===== src/rtl/rst_seq_sync_if.sv =====
// rst_seq_sync_if: soft-reset request in, sequenced active-low resets and ready flag out.
interface rst_seq_sync_if #(
    parameter int NUM_OUT = 3
);
    logic               sw_rst;
    logic [NUM_OUT-1:0] rst_out_n;
    logic               rdy;
    modport master (output sw_rst, input rst_out_n, rdy);
    modport slave (input sw_rst, output rst_out_n, rdy);
endinterface


===== src/rtl/rst_seq_sync.sv =====
// rst_seq_sync: async-assert, sync-release reset sequencer with staggered per-domain release.
module rst_seq_sync #(
    parameter int SYNC_STAGES = 2,
    parameter int HOLD_CYCLES = 4,
    parameter int NUM_OUT     = 3,
    parameter int STAGGER     = 2
) (
    input logic           clk,
    input logic           rst_n,
    rst_seq_sync_if.slave bus
);
    localparam int CMAX = (HOLD_CYCLES > STAGGER) ? HOLD_CYCLES : STAGGER;
    localparam int CW   = $clog2(CMAX + 1);

    typedef enum logic [1:0] {RESET, HOLD, RELEASE, DONE} state_t;

    state_t                 state_q, state_d;
    logic [SYNC_STAGES-1:0] sync_q;
    logic [CW-1:0]          cnt_q, cnt_d;
    logic [NUM_OUT-1:0]     out_q, out_d;
    logic                   rdy_q;
    logic                   rst_req;

    assign rst_req       = !sync_q[SYNC_STAGES-1] || bus.sw_rst;
    assign bus.rst_out_n = out_q;
    assign bus.rdy       = rdy_q;

    always_ff @(posedge clk or negedge rst_n) begin
        if (!rst_n) begin
            sync_q  <= '0;
            state_q <= RESET;
            cnt_q   <= '0;
            out_q   <= '0;
            rdy_q   <= 1'b0;
        end else begin
            sync_q  <= {sync_q[SYNC_STAGES-2:0], 1'b1};
            state_q <= state_d;
            cnt_q   <= cnt_d;
            out_q   <= out_d;
            rdy_q   <= &out_d;
        end
    end

    // Release shifts a 1 in from bit 0, so bit i can never precede bit i-1.
    always_comb begin
        state_d = state_q;
        cnt_d   = cnt_q;
        out_d   = out_q;
        if (rst_req) begin
            state_d = RESET;
            cnt_d   = '0;
            out_d   = '0;
        end else begin
            case (state_q)
                RESET: begin
                    state_d = HOLD;
                    cnt_d   = '0;
                end
                HOLD: begin
                    if (cnt_q == CW'(HOLD_CYCLES - 1)) begin
                        out_d   = NUM_OUT'(1);
                        cnt_d   = '0;
                        state_d = (NUM_OUT == 1) ? DONE : RELEASE;
                    end else begin
                        cnt_d = cnt_q + CW'(1);
                    end
                end
                RELEASE: begin
                    if (cnt_q == CW'(STAGGER - 1)) begin
                        out_d   = (out_q << 1) | NUM_OUT'(1);
                        cnt_d   = '0;
                        state_d = (&out_d) ? DONE : RELEASE;
                    end else begin
                        cnt_d = cnt_q + CW'(1);
                    end
                end
                DONE: state_d = DONE;
                default: state_d = RESET;
            endcase
        end
    end
endmodule

===== src/flat_wrapper.sv =====
// flat-port wrapper written by rule: the top's interface ports become plain ports
module rst_seq_sync_flat 
#(
    parameter int SYNC_STAGES = 2,
    parameter int HOLD_CYCLES = 4,
    parameter int NUM_OUT     = 3,
    parameter int STAGGER     = 2
)
  (clk, rst_n, bus_sw_rst, bus_rst_out_n, bus_rdy);
  rst_seq_sync_if #(.NUM_OUT(NUM_OUT)) bus_i ();
  input logic clk;
  input logic rst_n;
  input wire logic [$bits(bus_i.sw_rst)-1:0] bus_sw_rst;
  output wire logic [$bits(bus_i.rst_out_n)-1:0] bus_rst_out_n;
  output wire logic [$bits(bus_i.rdy)-1:0] bus_rdy;
  assign bus_i.sw_rst = bus_sw_rst;
  assign bus_rst_out_n = bus_i.rst_out_n;
  assign bus_rdy = bus_i.rdy;
  rst_seq_sync #(.SYNC_STAGES(SYNC_STAGES), .HOLD_CYCLES(HOLD_CYCLES), .NUM_OUT(NUM_OUT), .STAGGER(STAGGER)) u_core (.clk(clk), .rst_n(rst_n), .bus(bus_i));
endmodule

===== config.mk =====
export PLATFORM = sky130hd
export DESIGN_NAME = rst_seq_sync_flat
export DESIGN_NICKNAME = d
export VERILOG_FILES = /design/src/rtl/rst_seq_sync_if.sv /design/src/rtl/rst_seq_sync.sv /design/src/flat_wrapper.sv
export SDC_FILE = /design/constraint.sdc
export NUM_CORES = 1
export LEC_CHECK = 0
export BUFFER_PORTS_ARGS = -buffer_cell sky130_fd_sc_hd__buf_2
export CORE_AREA = 2 2 39 41
export CTS_CLUSTER_DIAMETER = 80
export DETAILED_ROUTE_END_ITERATION = 8
export DIE_AREA = 0 0 41 43
export PLACE_DENSITY = 0.73
export SLEW_MARGIN = 10
export SYNTH_ARGS = -nofsm -noshare
export SYNTH_HDL_FRONTEND = slang
export SYNTH_SLANG_ARGS = --single-unit
export TNS_END_PERCENT = 1

===== constraint.sdc =====
create_clock -name clk -period 2.36 [get_ports clk]
set_input_delay 0.118 -clock clk [delete_from_list [all_inputs] [get_ports clk]]
set_output_delay 0.118 -clock clk [all_outputs]
set_load 0.01 [all_outputs]

==> impl_results.md, run 1 <==
* Status: finished clean
* Syn. warnings at 0
* Post-synthesis sequential area ratio at 0.411
* Synth unique cells at 23
* Clk buf depth at 2
* CTS tree: built
* Largest cells by area after synthesis: dfrtp_1, ha_1, inv_1
* Initial antenna violation count at 0
* Mux cell area share after synthesis at 0.0299
* Root Buffer: clkbuf_4
* First-pass GRT wire length at 2000 µm
* Layout cells sized above 1 at 0.152
* WP data required at 2.52 ns
* Final slew viol count at 0
* DP Area at 719 µm²
* FF+latch count, synth at 11
* Crit share post-route at 0.796
* Startpoint types: flop
* Total GRT Usage at 0.172
* Lkg Pwr at 0.376 nW
* Vias at 501
* R2R setup slack at 0.48 ns
* Avg Cell Area, Syn at 9.84 µm²
* First-pass DRT Iterations at 5
* Critical path class: flop to flop
* CTS Buf Count at 3
* Reg2reg end: u_core.bus.rdy
* RSZ-0062 raised after global routing: false
* Max frequency at 532 MHz
* Max cap viols at 0
* Clk sink count at 11
* Post-Syn Area at 669 µm²
* Number of DRC markers in iteration 0 at 8
* Largest net degree at the start of global routing at 12
* DIE AREA at 1760 µm²
* Final min period at 1.88 ns
* Largest area contributor in the netlist: dfrtp_1
* Simple-Gate Fraction of Synth Area at 0.112
* Port Buf Inserts at 6
* Initial Utilization at 0.484
* Die X at 41 µm
* CORE AREA at 1380 µm²
* I/O Pins at 7
* H-tree levels at 1
* Design area at 756 µm²
* Vias per cell at 5.27
* Post-synth net total at 80
* Worst Setup SP: u_core.cnt_q[0]
* Worst path arrival time at 2.03 ns
* Post-route antenna net violation count at 0
* ANT cells at 0
* Vias in the first global route at 451
* Setup TNS at 0 ns
* Post-synth top area share at 0.411
* Worst r2r src: u_core.cnt_q[0]
* Crit. End Element: flop
* Worst Reg-to-Reg Cells at 6
* Worst vdd ir at 0.364 mV
* Combinational family with the most area after synthesis: compound AO/OA/AOI/OAI gates
* Critical Path End: u_core.bus.rdy
* Power Dens Cells at 506 nW/µm²
* Area share of fa/ha/maj cells after synthesis at 0.168
* Die Y at 43 µm
* Hold Crit Class: primary input to flop
* # resized after CTS at 0
* Crit-path max FO at 6
* Final hold vios at 0
* DRT Wirelength at 1220 µm
* Pwr Total at 0.000383 W
* DP HPWL at 956 µm
* Slew headroom at 0.636
* Clock skew at 0.00580 ns
* Clk_lat worst skew at 0.26 ns
* Post-synthesis xor/xnor area fraction at 0
* Post-Syn Instances at 68
* Synth Area in Compound Gates at 0.206
* Final Wtd Congestion at 0.781
* Final-stage net count at 92
* Setup violators final at 0
* Std-Cell Rows at 14
* Number of remaining DRC errors at 0
* Worst-path clk slew at 0.06 ns
* Total gr overflow at 0
* Worst-Margin Slew at 0.541 ns
* Drt wl/cell at 12.8 µm
* P&R area growth vs syn at 12.9%
==> timing repair <==
action / 4_1_cts / 5_1_grt
hold buffers: 1 / 0
buffers inserted: 0 / 0
setup endpoints to repair: 0 / 0
hold endpoints to repair: 11 / 0
==> cells in the final DEF (no fill, tap or decap) <==
cell	instances
a21boi_0	1
a311oi_1	1
nand2_1	5
nor2_1	4
nand2b_2	1
dfrtp_1	11
nand4_1	1
ha_1	9
a211oi_1	2
inv_1	12
clkbuf_1	1
dlygate4sd3_1	1
a31oi_1	1
buf_2	6
a2111oi_2	1
mux2i_1	2
a21bo_1	1
conb_1	1
o31ai_1	1
o21ai_0	4
nand3b_1	1
nand2b_1	2
a21boi_4	1
clkbuf_4	3
a32oi_1	1
nor4_1	1
a21oi_1	4
==> synthesized netlist by cell type <==
cell and count:
a32oi_1 1, nand4_1 1, a31oi_1 1, a21boi_4 1, o31ai_1 1, mux2i_1 2
a2111oi_2 1, nand2b_1 2, a21bo_1 1, inv_1 12, nand3b_1 1, a21oi_1 4
nor2_1 4, a211oi_1 2, nand2b_2 1, ha_1 9, o21ai_0 4, a311oi_1 1
nand2_1 5, nor4_1 1, conb_1 1, dfrtp_1 11, a21boi_0 1
==> worst min-delay path by stage <==
stage          cells past startpoint        from  slack, ns                to
2_1_floorplan                      0       rst_n      -0.18    u_core.bus.rdy
3_3_place_gp                       1       rst_n     -0.007  u_core.sync_q[0]
3_5_place_dp                       1       rst_n     -0.002   u_core.cnt_q[2]
4_1_cts                            3  bus_sw_rst       0.18   u_core.cnt_q[0]
5_1_grt                            3  bus_sw_rst       0.21   u_core.cnt_q[0]
6_report                           3  bus_sw_rst       0.19   u_core.cnt_q[0]
==> worst max-delay path, stage by stage, from the launching register on <==
cell and delay (ns):
dfrtp_1 0.42, ha_1 0.23, ha_1 0.21, nand2b_1 0.17, a21boi_4 0.17, a21bo_1 0.23
a2111oi_2 0.34
==> per-layer routing <==
metal | track usage | vias up | part of all wire
met5 | 0 | - | 0
met4 | 0.0800 | 0 | 0.013
met3 | 0.0314 | 4 | 0.020
met2 | 0.247 | 10 | 0.49
met1 | 0.244 | 235 | 0.47
li1 | - | 252 | -
==> through the flow <==
step | cells | hold WS [ns] | utilization | worst slack [ns]
detailed placement | 90 | -0.00203 | 0.520 | 0.505
finish | 95 | 0.188 | 0.546 | 0.481
CTS | 95 | 0.183 | 0.546 | 0.485
floorplan | 68 | -0.178 | - | 0.606
global placement | 90 | -0.00712 | 0.520 | 0.549
global route | 95 | 0.208 | 0.546 | 0.388
==> power breakdown <==
| group | total (W) | internal (W) | switching (W) | leakage [nW] |
|---|---|---|---|---|
| Combinational | 0.0000591 | 0.0000219 | 0.0000372 | 0.213 |
| Sequential | 0.000199 | 0.000194 | 0.00000502 | 0.148 |
| Clock | 0.000125 | 0.0000653 | 0.0000592 | 0.0150 |
==> state kept, by name (all words and copies together) (netlist names) <==
name,flops
u_core.bus.rst_out_n,3
u_core.cnt_q,3
u_core.state_q,2
u_core.sync_q,2
u_core.bus.rdy,1
==> layout make-up <==
cell class              count  area (µm²)
fillers                   110         628
well taps                  16        20.0
multi-input cells          45         349
flip-flops and latches     11         275
inverters                  12        45.0
repair buffers              7        40.0
clock buffers               4        26.3
==> cells by family after synthesis <==
family | count (synthesis)
compound gates | 18
simple gates | 15
buf+inv | 12
flops | 11
fa+ha+maj | 9
mux | 2
other cells | 1
Note: power is estimated with default switching activity, not from simulation.
==> inputs of run 2 (changes only) <==
--- a/config.mk
+++ b/config.mk
@@ -5,12 +5,13 @@
 export SDC_FILE = /design/constraint.sdc
 export NUM_CORES = 1
 export LEC_CHECK = 0
+export ABC_AREA = 1
 export BUFFER_PORTS_ARGS = -buffer_cell sky130_fd_sc_hd__buf_2
-export CORE_AREA = 2 2 39 41
+export CORE_MARGIN = 2
+export CORE_UTILIZATION = 50
 export CTS_CLUSTER_DIAMETER = 80
 export DETAILED_ROUTE_END_ITERATION = 8
-export DIE_AREA = 0 0 41 43
-export PLACE_DENSITY = 0.73
+export PLACE_DENSITY = 0.75
 export SLEW_MARGIN = 10
 export SYNTH_ARGS = -nofsm -noshare
 export SYNTH_HDL_FRONTEND = slang
==> constraint.sdc (replaced) <==
create_clock -name clk -period 1.5 [get_ports clk]
set_input_delay 0.075 -clock clk [delete_from_list [all_inputs] [get_ports clk]]
set_output_delay 0.075 -clock clk [all_outputs]
set_load 0.01 [all_outputs]
==> impl_results.md, run 2 <==
* H-tree levels at 1
* Total gr overflow at 0
* Die X at 41.8 µm
* Synth unique cells at 20
* I/O Pins at 7
* Hold slack at 0.130 ns
* DIE AREA at 1750 µm²
* Worst path most repeated cell: nand2_1
* Cell Chain, Critical Path: ha_2 > ha_1 > inv_1 > nand2_2 > nand2_1 > nand2_1 > nand2_1 > nand3_1 > nor2_1
* Worst path arrival time at 1.58 ns
* Root Buffer: clkbuf_4
* Std-Cell Rows at 13
* Power Dens Cells at 733 nW/µm²
* Reg2reg end: u_core.bus.rdy
* Filler instances at 114
* Hold Crit Class: primary input to flop
* Worst r2r src: u_core.cnt_q[1]
* Post-synth EDFFs at 0
* Vias per cell at 5.24
* WP data required at 1.69 ns
* CTS Buf Count at 3
* R2R setup slack at 0.11 ns
* Worst Reg-to-Reg Cells at 9
* Drt wl/cell at 12.2 µm
* Crit. End Element: flop
* Worst Setup SP: u_core.cnt_q[1]
* FF+latch count, synth at 11
* Count leader, synth: nand2_1
* Crit share post-route at 0.928
* Most frequent cells in the layout: nand2_1, inv_1, dfrtp_1
* ANT cells at 0
* Asr flop ratio synth at 1.00
* Die Y at 41.8 µm
* P&R area growth vs syn at 15.8%
* Worst-path clk slew at 0.07 ns
* Port Buf Inserts at 6
* Critical path class: flop to flop
* Post-route antenna net violation count at 0
* Crit-path max FO at 4
* Largest net degree at the start of global routing at 12
* Number of remaining DRC errors at 0
* Clk sink count at 11
* Setup violators final at 0
* Worst vdd ir at 0.470 mV
* Final min period at 1.39 ns
* Max cap viols at 0
* Design area at 827 µm²
* Clock skew at 0.00690 ns
* Final slew viol count at 0
* Startpoint types: flop
* Number of DRC markers in iteration 0 at 15
* Post-Syn Instances at 86
* Clk buf depth at 2
* Avg Cell Area, Syn at 8.31 µm²
* Post-synth top area share at 0.385
* Sequential cell area at 275 µm²
* Commonest cells in the netlist: nand2_1, inv_1, dfrtp_1
* Final hold vios at 0
* DRT Wirelength at 1380 µm
* Max frequency at 718 MHz
* Vias at 592
* Final-stage net count at 111
* Largest area contributor in the netlist: dfrtp_1
* Layout cells sized above 1 at 0.255
* RSZ-0062 raised after global routing: false
* DP Area at 756 µm²
* Post-Syn Area at 714 µm²
* Syn. warnings at 0
* Post-synth net total at 98
* Clk_lat worst skew at 0.27 ns
* Initial Utilization at 0.542
* DP HPWL at 1010 µm
* First-pass GRT wire length at 2410 µm
* Setup TNS at 0 ns
* Largest cells by area after synthesis: dfrtp_1, ha_1, nand2_1
* Vias in the first global route at 563
* Lkg Pwr at 0.404 nW
* Critical-path cell with the highest stage delay: dfrtp_1
* First-pass DRT Iterations at 4
* Post-synthesis sequential area ratio at 0.385
* Most common cell after layout, fill and taps aside: nand2_1
* Final core occ at 0.628
* CTS tree: built
* Ys flop type: dfrtp_1
* CORE AREA at 1320 µm²
* Total GRT Usage at 0.185
* Critical Path End: u_core.bus.rdy
* Worst path max stage delay at 0.42 ns
* Final Wtd Congestion at 0.859
* Initial antenna violation count at 0
* Status: finished clean
* Multi-input logic area at 395 µm²
## run 2: changes by cell type in the layout (fill, tap and decap cells not counted), sizes merged, moves of 2 or more
cell	before	now
buf	6	8
inv	12	15
nand3	0	10
nor2	4	6
nand2b	3	0
nand2	5	20
mux2i	2	0
a211oi	2	0
a21boi	2	0
## run 2: logic make-up after synthesis
group / count (synthesis) / synth area share
flip-flops: 11 / 0.385
other: 1 / 0.00525
buffers and inverters: 16 / 0.0893
AND/OR/NAND/NOR: 39 / 0.277
AO/OA/AOI/OAI: 10 / 0.0858
adder cells (fa/ha/maj): 9 / 0.158
## run 2: repair_timing
action | 4_1_cts | 5_1_grt
resized for setup | 0 | 6
endpoints found under the setup margin | 0 | 2
setup buffers | 0 | 2
endpoints found under the hold margin | 11 | 0
hold buffers | 1 | 0
## run 2: worst min-delay path by stage
| stage | startpoint | to | slack [ns] | cells past startpoint |
|---|---|---|---|---|
| 2_1_floorplan | rst_n | u_core.bus.rdy | -0.22 | 0 |
| 3_3_place_gp | rst_n | u_core.state_q[0] | -0.04 | 1 |
| 5_1_grt | bus_sw_rst | u_core.cnt_q[1] | 0.14 | 4 |
| 6_report | bus_sw_rst | u_core.cnt_q[1] | 0.13 | 4 |
| 4_1_cts | bus_sw_rst | u_core.cnt_q[1] | 0.13 | 4 |
| 3_5_place_dp | rst_n | u_core.bus.rst_out_n[1] | -0.04 | 1 |
## run 2: final cells by class
cell class                 instances  share of cell area
sequential                        11               0.333
inverter                          15              0.0681
clock buffer                       4              0.0318
tap                               15              0.0227
multi-input combinational         59               0.478
timing repair buffer               9              0.0666
## run 2: per-stage QoR
stage          total power [W]  worst slack (ns)  instances
2_1_floorplan         0.000376             0.207         86
6_report              0.000606             0.108        113
3_5_place_dp          0.000398            0.0555        106
5_1_grt               0.000644            0.0186        113
4_1_cts               0.000599            0.0506        111
3_3_place_gp          0.000396             0.116        106
## run 2: power by group
group          switching (W)  leakage, nW  total (W)  internal, W
logic              0.0000595        0.241  0.0000966    0.0000371
registers         0.00000610        0.148   0.000310     0.000304
clock network      0.0000966       0.0150   0.000200     0.000103
total               0.000162        0.404   0.000606     0.000444
## run 2: worst max-delay path, delay by kind of cell, from the launching register on
family        cells  cell delay, ns
flops             1            0.42
buf+inv           1            0.07
simple gates      6            0.44
fa+ha+maj         2            0.39
## run 2: per-layer routing
layer	vias to the layer above	global-route usage	wire length, µm
met2	17	0.284	681
li1	294	-	-
met4	0	0.0968	24
met3	4	0.0522	62
met5	-	0	0
met1	277	0.235	613
==> inputs of run 3 (changes only) <==
--- a/config.mk
+++ b/config.mk
@@ -5,13 +5,12 @@
 export SDC_FILE = /design/constraint.sdc
 export NUM_CORES = 1
 export LEC_CHECK = 0
-export ABC_AREA = 1
 export BUFFER_PORTS_ARGS = -buffer_cell sky130_fd_sc_hd__buf_2
 export CORE_MARGIN = 2
-export CORE_UTILIZATION = 50
+export CORE_UTILIZATION = 40
 export CTS_CLUSTER_DIAMETER = 80
 export DETAILED_ROUTE_END_ITERATION = 8
-export PLACE_DENSITY = 0.75
+export PLACE_DENSITY = 0.63
 export SLEW_MARGIN = 10
 export SYNTH_ARGS = -nofsm -noshare
 export SYNTH_HDL_FRONTEND = slang
==> impl_results.md, run 3 (synthesized netlist as in run 1, its figures left out) <==
* Status: complete, but fails checks
* Failing checks: negative setup slack
* Worst path arrival time at 1.77 ns
* Final min period at 1.61 ns
* Port Buf Inserts at 6
* I/O Pins at 7
* Vias at 526
* Final hold vios at 0
* Clock skew at 0.00629 ns
* WP data required at 1.66 ns
* Post-route antenna net violation count at 0
* First-pass GRT wire length at 2310 µm
* DP HPWL at 1000 µm
* Power Dens Cells at 703 nW/µm²
* Setup violators final at 1
* Final-stage net count at 104
* Number of remaining DRC errors at 0
* Layout cells sized above 1 at 0.374
* WP buf/inv at 0
* Worst r2r src: u_core.cnt_q[1]
* CTS Buf Count at 3
* Startpoint types: flop
* P&R area growth vs syn at 37.2%
* Cell Chain, Critical Path: ha_2 > ha_4 > nand2b_4 > a21boi_4 > a21bo_1 > a2111oi_4
* Critical path class: flop to flop
* Vias per cell at 4.92
* Cells on Worst Hold Path at 3
* Initial antenna violation count at 0
* Die Y at 44.9 µm
* Max cap viols at 0
* Critical-path cell with the highest stage delay: dfrtp_1
* H-tree levels at 1
* Total gr overflow at 0
* Most frequent cells in the layout: inv_1, buf_4, dfrtp_1
* Worst Setup SP: u_core.cnt_q[1]
* Crit. End Element: flop
* Dpl cells at 102
* Worst path max stage delay at 0.38 ns
* Hold Startpoint: bus_sw_rst
* Worst vdd ir at 0.510 mV
* Hold Crit Class: primary input to flop
* # Post-CTS Setup Buffers at 0
* Clk sink count at 11
* RSZ-0062 raised after global routing: true
* Root Buffer: clkbuf_4
* Final slew viol count at 0
* First-pass DRT Iterations at 4
* Max frequency at 621 MHz
* Total GRT Usage at 0.160
* Std-Cell Rows at 14
* CTS tree: built
* Clk buf depth at 2
* Setup TNS at -0.110 ns
* Number of DRC markers in iteration 0 at 10
* Die X at 44.9 µm
* Vias in the first global route at 559
* Largest net degree at the start of global routing at 12
* Worst-path clk slew at 0.07 ns
* Crit share post-route at 1.07
* ANT cells at 0
* Design area at 918 µm²
* Worst Reg-to-Reg Cells at 6
* CORE AREA at 1540 µm²
* Clk_lat worst skew at 0.26 ns
* Crit-path max FO at 3
* Lkg Pwr at 0.438 nW
* Final Wtd Congestion at 0.756
* Drt wl/cell at 12.4 µm
* Non-filler cells in the finished layout at 107
* Delay-heaviest family, CP: compound AO/OA/AOI/OAI gates
* DIE AREA at 2020 µm²
* DRT Wirelength at 1320 µm
* CP Depth at 6
* Initial Utilization at 0.434
* Worst setup margin at -0.110 ns
* Pwr Total at 0.000645 W
* DP Area at 832 µm²
-- run 3: cell types whose count changed in the layout (fill, tap and decap cells not counted), sizes merged, moves of 3 or more --
cell,delta
nand2,-15
nand3,-10
buf,+10
nand2b,+3
inv,-3
-- run 3: timing repair --
item | in CTS | in global routing
setup endpoints to repair | 5 | 9
pin swaps | 0 | 1
hold endpoints to repair | 11 | 0
resized for setup | 4 | 7
hold buffers | 1 | 0
-- run 3: path summary, 6_finish.rpt --
kind	end	slack, ns
min	u_core.cnt_q[0]	0.15
max	u_core.bus.rdy	-0.11
min in group asynchronous	u_core.bus.rst_out_n[0]	0.21
max reg2reg	u_core.bus.rdy	-0.11
max in group asynchronous	u_core.state_q[1]	1.08
min reg2reg	u_core.sync_q[1]	0.36
-- run 3: final cells by class --
class / count / area, µm²
fillers: 130 / 623
repair buffers: 19 / 130
flip-flops and latches: 11 / 275
inverters: 12 / 45.0
well taps: 16 / 20.0
clock buffers: 4 / 26.3
multi-input cells: 45 / 422
-- run 3: stage by stage --
| step | util | hold slack [ns] | worst slack, ns |
|---|---|---|---|
| final | 0.596 | 0.148 | -0.110 |
| after global routing | 0.596 | 0.165 | -0.186 |
| after CTS | 0.578 | 0.147 | -0.133 |
| after detailed placement | 0.540 | -0.0482 | -0.115 |
| after floorplan | - | -0.221 | -0.0968 |
| after global placement | 0.540 | -0.0473 | -0.0750 |
-- run 3: per-layer routing --
metal / wire length [µm] / GRT usage / share of wire
met2: 605 / 0.249 / 0.46
met1: 661 / 0.220 / 0.50
met3: 34 / 0.0120 / 0.026
met5: 0 / 0 / 0
met4: 23 / 0.0882 / 0.017
-- run 3: tightest hold or removal path, delay by kind of cell --
family	cells	cell delay, ns
buffers and inverters	1	0.08
AO/OA/AOI/OAI	1	0.07
AND/OR/NAND/NOR	1	0.15
-- run 3: power by group --
part | internal [W] | switching [W] | total, W
Clock | 0.000103 | 0.0000926 | 0.000195
Combinational | 0.0000697 | 0.0000699 | 0.000140
Sequential | 0.000305 | 0.00000563 | 0.000311
